File: src/rtl/exc_sequencer_pkg.sv
// Shared definitions for the exception sequencer: state and cause encodings,
// PC-source mux select codes (also used by the main control unit), default sizing.
package exc_sequencer_pkg;

    localparam int unsigned ADDR_W       = 32;
    localparam int unsigned CAUSE_W      = 2;
    localparam int unsigned PC_SEL_W     = 3;
    localparam int unsigned VEC_BASE_DEF = 253;
    localparam int unsigned MEM_LAT_DEF  = 2;

    localparam logic [PC_SEL_W-1:0] PC_SEL_NORM = 3'd0;
    localparam logic [PC_SEL_W-1:0] PC_SEL_VEC  = 3'd4;

    typedef enum logic [2:0] {
        ST_IDLE = 3'd0,
        ST_SAVE = 3'd1,
        ST_RD   = 3'd2,
        ST_LOAD = 3'd3,
        ST_DONE = 3'd4
    } state_t;

    typedef enum logic [CAUSE_W-1:0] {
        CAUSE_OPCODE = 2'd0,
        CAUSE_OVF    = 2'd1,
        CAUSE_DIV0   = 2'd2
    } cause_t;

    // Fixed priority: invalid opcode, then overflow, then divide by zero.
    function automatic cause_t encode_cause(input logic opcode, input logic ovf, input logic div0);
        cause_t c;
        c = CAUSE_DIV0;
        if (opcode) begin
            c = CAUSE_OPCODE;
        end else if (ovf) begin
            c = CAUSE_OVF;
        end else if (div0) begin
            c = CAUSE_DIV0;
        end
        return c;
    endfunction

endpackage

File: src/rtl/exc_sequencer.sv
// Multicycle exception sequencer: saves EPC, fetches the handler vector byte and
// loads it into PC while holding the main control FSM frozen via busy.
module exc_sequencer
    import exc_sequencer_pkg::*;
#(
    parameter int unsigned          VEC_BASE = VEC_BASE_DEF,
    parameter int unsigned          MEM_LAT  = MEM_LAT_DEF,
    parameter logic [PC_SEL_W-1:0]  SEL_NORM = PC_SEL_NORM,
    parameter logic [PC_SEL_W-1:0]  SEL_VEC  = PC_SEL_VEC
) (
    input  logic                clk,
    input  logic                reset_n,
    input  logic                exc_opcode,
    input  logic                exc_ovf,
    input  logic                exc_div0,
    output logic                busy,
    output logic                done,
    output logic [CAUSE_W-1:0]  cause,
    output logic                epc_write,
    output logic                exc_addr_sel,
    output logic [ADDR_W-1:0]   exc_addr,
    output logic                mem_rd,
    output logic [PC_SEL_W-1:0] pc_src_sel,
    output logic                pc_write,
    output logic                lost_exc
);

    localparam int unsigned CNT_W = $clog2(MEM_LAT + 1);

    state_t             state_q, state_d;
    cause_t             cause_q, cause_d;
    logic [CNT_W-1:0]   cnt_q, cnt_d;
    logic               lost_q;
    logic               any_exc;
    logic               epc_write_dec;
    logic               pc_write_dec;

    assign any_exc = exc_opcode | exc_ovf | exc_div0;

    // State, latched cause, read-latency counter and sticky lost-exception flag.
    always_ff @(posedge clk) begin
        if (!reset_n) begin
            state_q <= ST_IDLE;
            cause_q <= CAUSE_OPCODE;
            cnt_q   <= '0;
            lost_q  <= 1'b0;
        end else begin
            state_q <= state_d;
            cause_q <= cause_d;
            cnt_q   <= cnt_d;
            lost_q  <= lost_q | (any_exc & (state_q != ST_IDLE));
        end
    end

    // Next-state and Moore output decode.
    always_comb begin
        state_d       = state_q;
        cause_d       = cause_q;
        cnt_d         = cnt_q;
        busy          = 1'b1;
        done          = 1'b0;
        epc_write_dec = 1'b0;
        exc_addr_sel  = 1'b0;
        mem_rd        = 1'b0;
        pc_src_sel    = SEL_NORM;
        pc_write_dec  = 1'b0;
        unique case (state_q)
            ST_IDLE: begin
                busy = 1'b0;
                if (any_exc) begin
                    cause_d = encode_cause(exc_opcode, exc_ovf, exc_div0);
                    state_d = ST_SAVE;
                end
            end
            ST_SAVE: begin
                epc_write_dec = 1'b1;
                cnt_d         = CNT_W'(MEM_LAT - 1);
                state_d       = ST_RD;
            end
            ST_RD: begin
                exc_addr_sel = 1'b1;
                mem_rd       = 1'b1;
                if (cnt_q == '0) begin
                    state_d = ST_LOAD;
                end else begin
                    cnt_d = cnt_q - CNT_W'(1);
                end
            end
            ST_LOAD: begin
                exc_addr_sel = 1'b1;
                pc_src_sel   = SEL_VEC;
                pc_write_dec = 1'b1;
                state_d      = ST_DONE;
            end
            ST_DONE: begin
                done    = 1'b1;
                state_d = ST_IDLE;
            end
            default: begin
                busy    = 1'b0;
                state_d = ST_IDLE;
            end
        endcase
    end

    // A reset asserted mid-sequence suppresses write enables in that same cycle.
    assign epc_write = epc_write_dec & reset_n;
    assign pc_write  = pc_write_dec & reset_n;
    assign cause     = cause_q;
    assign exc_addr  = ADDR_W'(VEC_BASE) + ADDR_W'(cause_q);
    assign lost_exc  = lost_q;

endmodule

File: config.mk
export PLATFORM = sky130hd
export DESIGN_NAME = exc_sequencer
export DESIGN_NICKNAME = d
export VERILOG_FILES = /design/src/rtl/exc_sequencer_pkg.sv /design/src/rtl/exc_sequencer.sv
export SDC_FILE = /design/constraint.sdc
export NUM_CORES = 1
export LEC_CHECK = 0
export ABC_AREA = 1
export CAP_MARGIN = 15
export CORE_MARGIN = 3
export CORE_UTILIZATION = 45
export CTS_CLUSTER_DIAMETER = 120
export DETAILED_ROUTE_END_ITERATION = 8
export DONT_BUFFER_PORTS = 1
export SLEW_MARGIN = 20
export SYNTH_ARGS = -nofsm -noshare
export SYNTH_HDL_FRONTEND = slang
export SYNTH_SLANG_ARGS = --single-unit
File: constraint.sdc
create_clock -name clk -period 1.43 [get_ports clk]
set_clock_uncertainty 0.1 [all_clocks]
set_input_delay 0.2145 -clock clk [delete_from_list [all_inputs] [get_ports clk]]
set_output_delay 0.2145 -clock clk [all_outputs]
set_load 0.1 [all_outputs]
==> summary.json <==
{
  "status": {
    "result_of_the_run": "finished with violations",
    "violations_in_the_final_reports": "negative setup slack"
  },
  "yosys": {
    "number_of_flip_flops_and_latches_in_the_synthesized_netlist": 8,
    "ys_seq_area_share_pct": 24.71,
    "syn_area_um2": 648.1,
    "synth_cell_type_count": 14,
    "syn_inst": 95,
    "syn-mean-instance-area_um2": 6.822,
    "yosys_warnings": 0
  },
  "clock_network": {
    "ctsHtreeMaxLevel": 1,
    "clk_pin_slew_worst_paths_ns": 0.06,
    "maximum_root_to_sink_buffer_count": 2,
    "cts_root_buf": "clkbuf_4",
    "tritoncts.num_buffers": 3,
    "tritoncts_clock_tree": "done",
    "tritoncts_num_sinks": 8,
    "worst_skew_pair.late_latency_ns": 0.25
  },
  "critical_path": {
    "reg2reg_setup_slack_ns": 0.15,
    "critical_path_cell_count": 6,
    "cp.arrival_ns": 1.26,
    "critical-path-top-cell-by-count": "nor2_4",
    "reg2reg_to": "cause[0]",
    "rr_worst_depth": 7,
    "worst_setup_path_start_kind": "register",
    "slowest_delay_ns": 0.38,
    "criticalPathCategory": "register to output port",
    "timing.critical_path.fanout_max": 3,
    "required_time_of_the_critical_path_ns": 1.12,
    "crit_slowest_cell": "dfxtp_4",
    "worst-path-buf-inv": 3,
    "timing.rr.start": "state_q[0]",
    "worstSetupEndpointType": "output port",
    "critical-path-top-delay-family": "flip-flops",
    "timing.critical_path.cells": "inv_4 -> nor2_4 -> nand2_2 -> buf_6 -> nor2_4 -> buf_12"
  },
  "final_layout": {
    "final_util_pct": 73.73,
    "most_used_cells_in_the_layout_excluding_fill_and_tap_cells": "conb_1 (25), buf_12 (11), buf_4 (10)",
    "insertedDiodeCount": 0,
    "register_area_um2": 173.9,
    "fillers": 107,
    "stdcell_area_um2": 983.4,
    "final_nets": 125,
    "most_frequent_standard_cell_in_the_layout_excluding_fill_and_tap_cells": "conb_1",
    "areaGrowthSynthToFinish_pct": 51.74,
    "drive_above_1_share_pct": 42.24,
    "multiInputGateArea_um2": 346.6
  },
  "run": {
    "drv_cap": 0
  },
  "place": {
    "numPortBuffers": 0,
    "globalplace.congestion": 0.8074,
    "placed_area_um2": 885.9,
    "hpwl_um": 1131
  },
  "drt": {
    "detail_route.vias_per_cell": 4.366,
    "route.detailed.drc": 0,
    "dr_total_vias": 572,
    "detail_route.first_pass.iterations": 4,
    "drt-initial-drc-count": 5,
    "antenna_violating_nets_post_route": 0,
    "wl_per_cell_um": 11.15,
    "detail_route.wirelength_um": 1460
  },
  "grt": {
    "grt_use_met2_pct": 27.91,
    "busiest_layer": "met2",
    "global_route_met3_usage_pct": 7.054,
    "overflow": 0,
    "track_usage_pct": 15.46,
    "grt_antenna_before_repair": 0,
    "vias_in_the_first_global_route": 520,
    "groute.layer.met1.usage_pct": 14.60,
    "grt_max_degree": 8,
    "grt_first_pass_wirelength_um": 2235
  },
  "die": {
    "fp.coreArea_um2": 1334,
    "fp.dieArea_um2": 1932,
    "floorplan.initialDensity_pct": 48.59,
    "die_h_um": 43.95,
    "io_pins": 49,
    "die_span_in_x_um": 43.95,
    "std_cell_rows": 13
  },
  "sta": {
    "unrepaired_setup_endpoints_after_global_routing": "true",
    "final.period_utilization_pct": 110.0,
    "finalWorstSetupSlack_ns": -0.1424,
    "final_worst_path_period_need_ns": 1.572,
    "finalHoldViolCount": 0,
    "setup_viol_count_final": 13,
    "final_max_slew_viol_count": 0,
    "fmax_mhz": 636.0
  },
  "min_path": {
    "hold_depth": 2,
    "worst_hold_startpoint": "exc_ovf",
    "timing.hold.worst_endpoint": "cause[0]",
    "hp-class": "input pin to register"
  },
  "pwr": {
    "totalPowerFinal_mw": 1.415,
    "cellPowerDensity_nw_per_um2": 1439,
    "power_leakage_nw": 0.5048,
    "vdd_ir_drop_max_uv": 783.9
  }
}
==> kinds of logic after synthesis <==
kind of cell | share of synthesized area, %
buf+inv | 44.60
simple gates | 20.85
compound gates | 5.405
fa+ha+maj | 3.860
other cells | 0.5786
flops | 24.71
==> per-stage QoR <==
| step | setup TNS, ns | std cells | setup slack, ns | hold slack (ns) |
|---|---|---|---|---|
| floorplan | -4.415 | 119 | -0.7896 | 0.2330 |
| global placement | 0 | 122 | 0.1078 | 0.2469 |
| detailed placement | 0 | 122 | 0.07810 | 0.2563 |
| CTS | -1.191 | 129 | -0.1351 | 0.03517 |
| global route | -1.815 | 131 | -0.1986 | 0.03698 |
| finish | -1.199 | 131 | -0.1424 | 0.02592 |
==> layer usage <==
metal  vias up  part of all wire, %
met5         -                    0
met4         0                  1.9
met3         4                   12
met2        35                   52
met1       255                   34
li1        278                    -
==> state kept, by name, indices dropped and copies added, names as in the netlist <==
register	count
cause	2
state_q	3
cnt_q	2
lost_exc	1
==> cell usage after synthesis <==
cell	count	share of area, %
inv_1	13	7.5
dfxtp_1	8	25
inv_2	2	1.2
ha_1	2	3.9
o21ai_0	3	2.3
nand2_1	12	6.9
nor2_2	1	0.97
nor2_1	11	6.4
buf_4	31	36
conb_1	1	0.58
nor2_4	1	1.7
nand3_1	5	3.9
a21oi_1	4	3.1
nand4_1	1	0.97
==> worst max path at each step <==
stage | startpoint | end | slack [ns]
finish | state_q[0] | epc_write | -0.14
global route | state_q[0] | pc_write | -0.20
CTS | cause[1] | exc_addr[4] | -0.14
detailed placement | state_q[1] | busy | 0.08
global placement | state_q[1] | busy | 0.11
floorplan | cause[0] | exc_addr[3] | -0.79
==> report_power, final <==
group	switching (mW)	internal [mW]	leakage [nW]
clock	0.0846	0.0966	0.0138
sequential	0.0270	0.249	0.0686
combinational	0.734	0.224	0.422
total	0.846	0.569	0.505
==> repair_timing <==
action                     in CTS  in global routing
buffers inserted                3                  2
hold endpoints to repair        3                  0
gates resized for setup         9                  3
hold buffers                    1                  0
pin swaps                       1                  0
setup endpoints to repair      13                 13
==> final cells by class <==
type	instances	area share [%]
flip-flops and latches	8	17.68
inverters	15	6.743
multi-input cells	65	35.24
clock buffers	3	2.290
well taps	15	1.908
repair buffers	25	36.13
==> worst reg2reg max path, stage by stage (launching register included) <==
cell     delay [ns]
dfxtp_4        0.36
inv_4          0.07
buf_4          0.10
buf_4          0.10
nand2_1        0.05
nor2_1         0.17
nand3_1        0.10
a21oi_1        0.14
(Power assumes the default switching activity.)
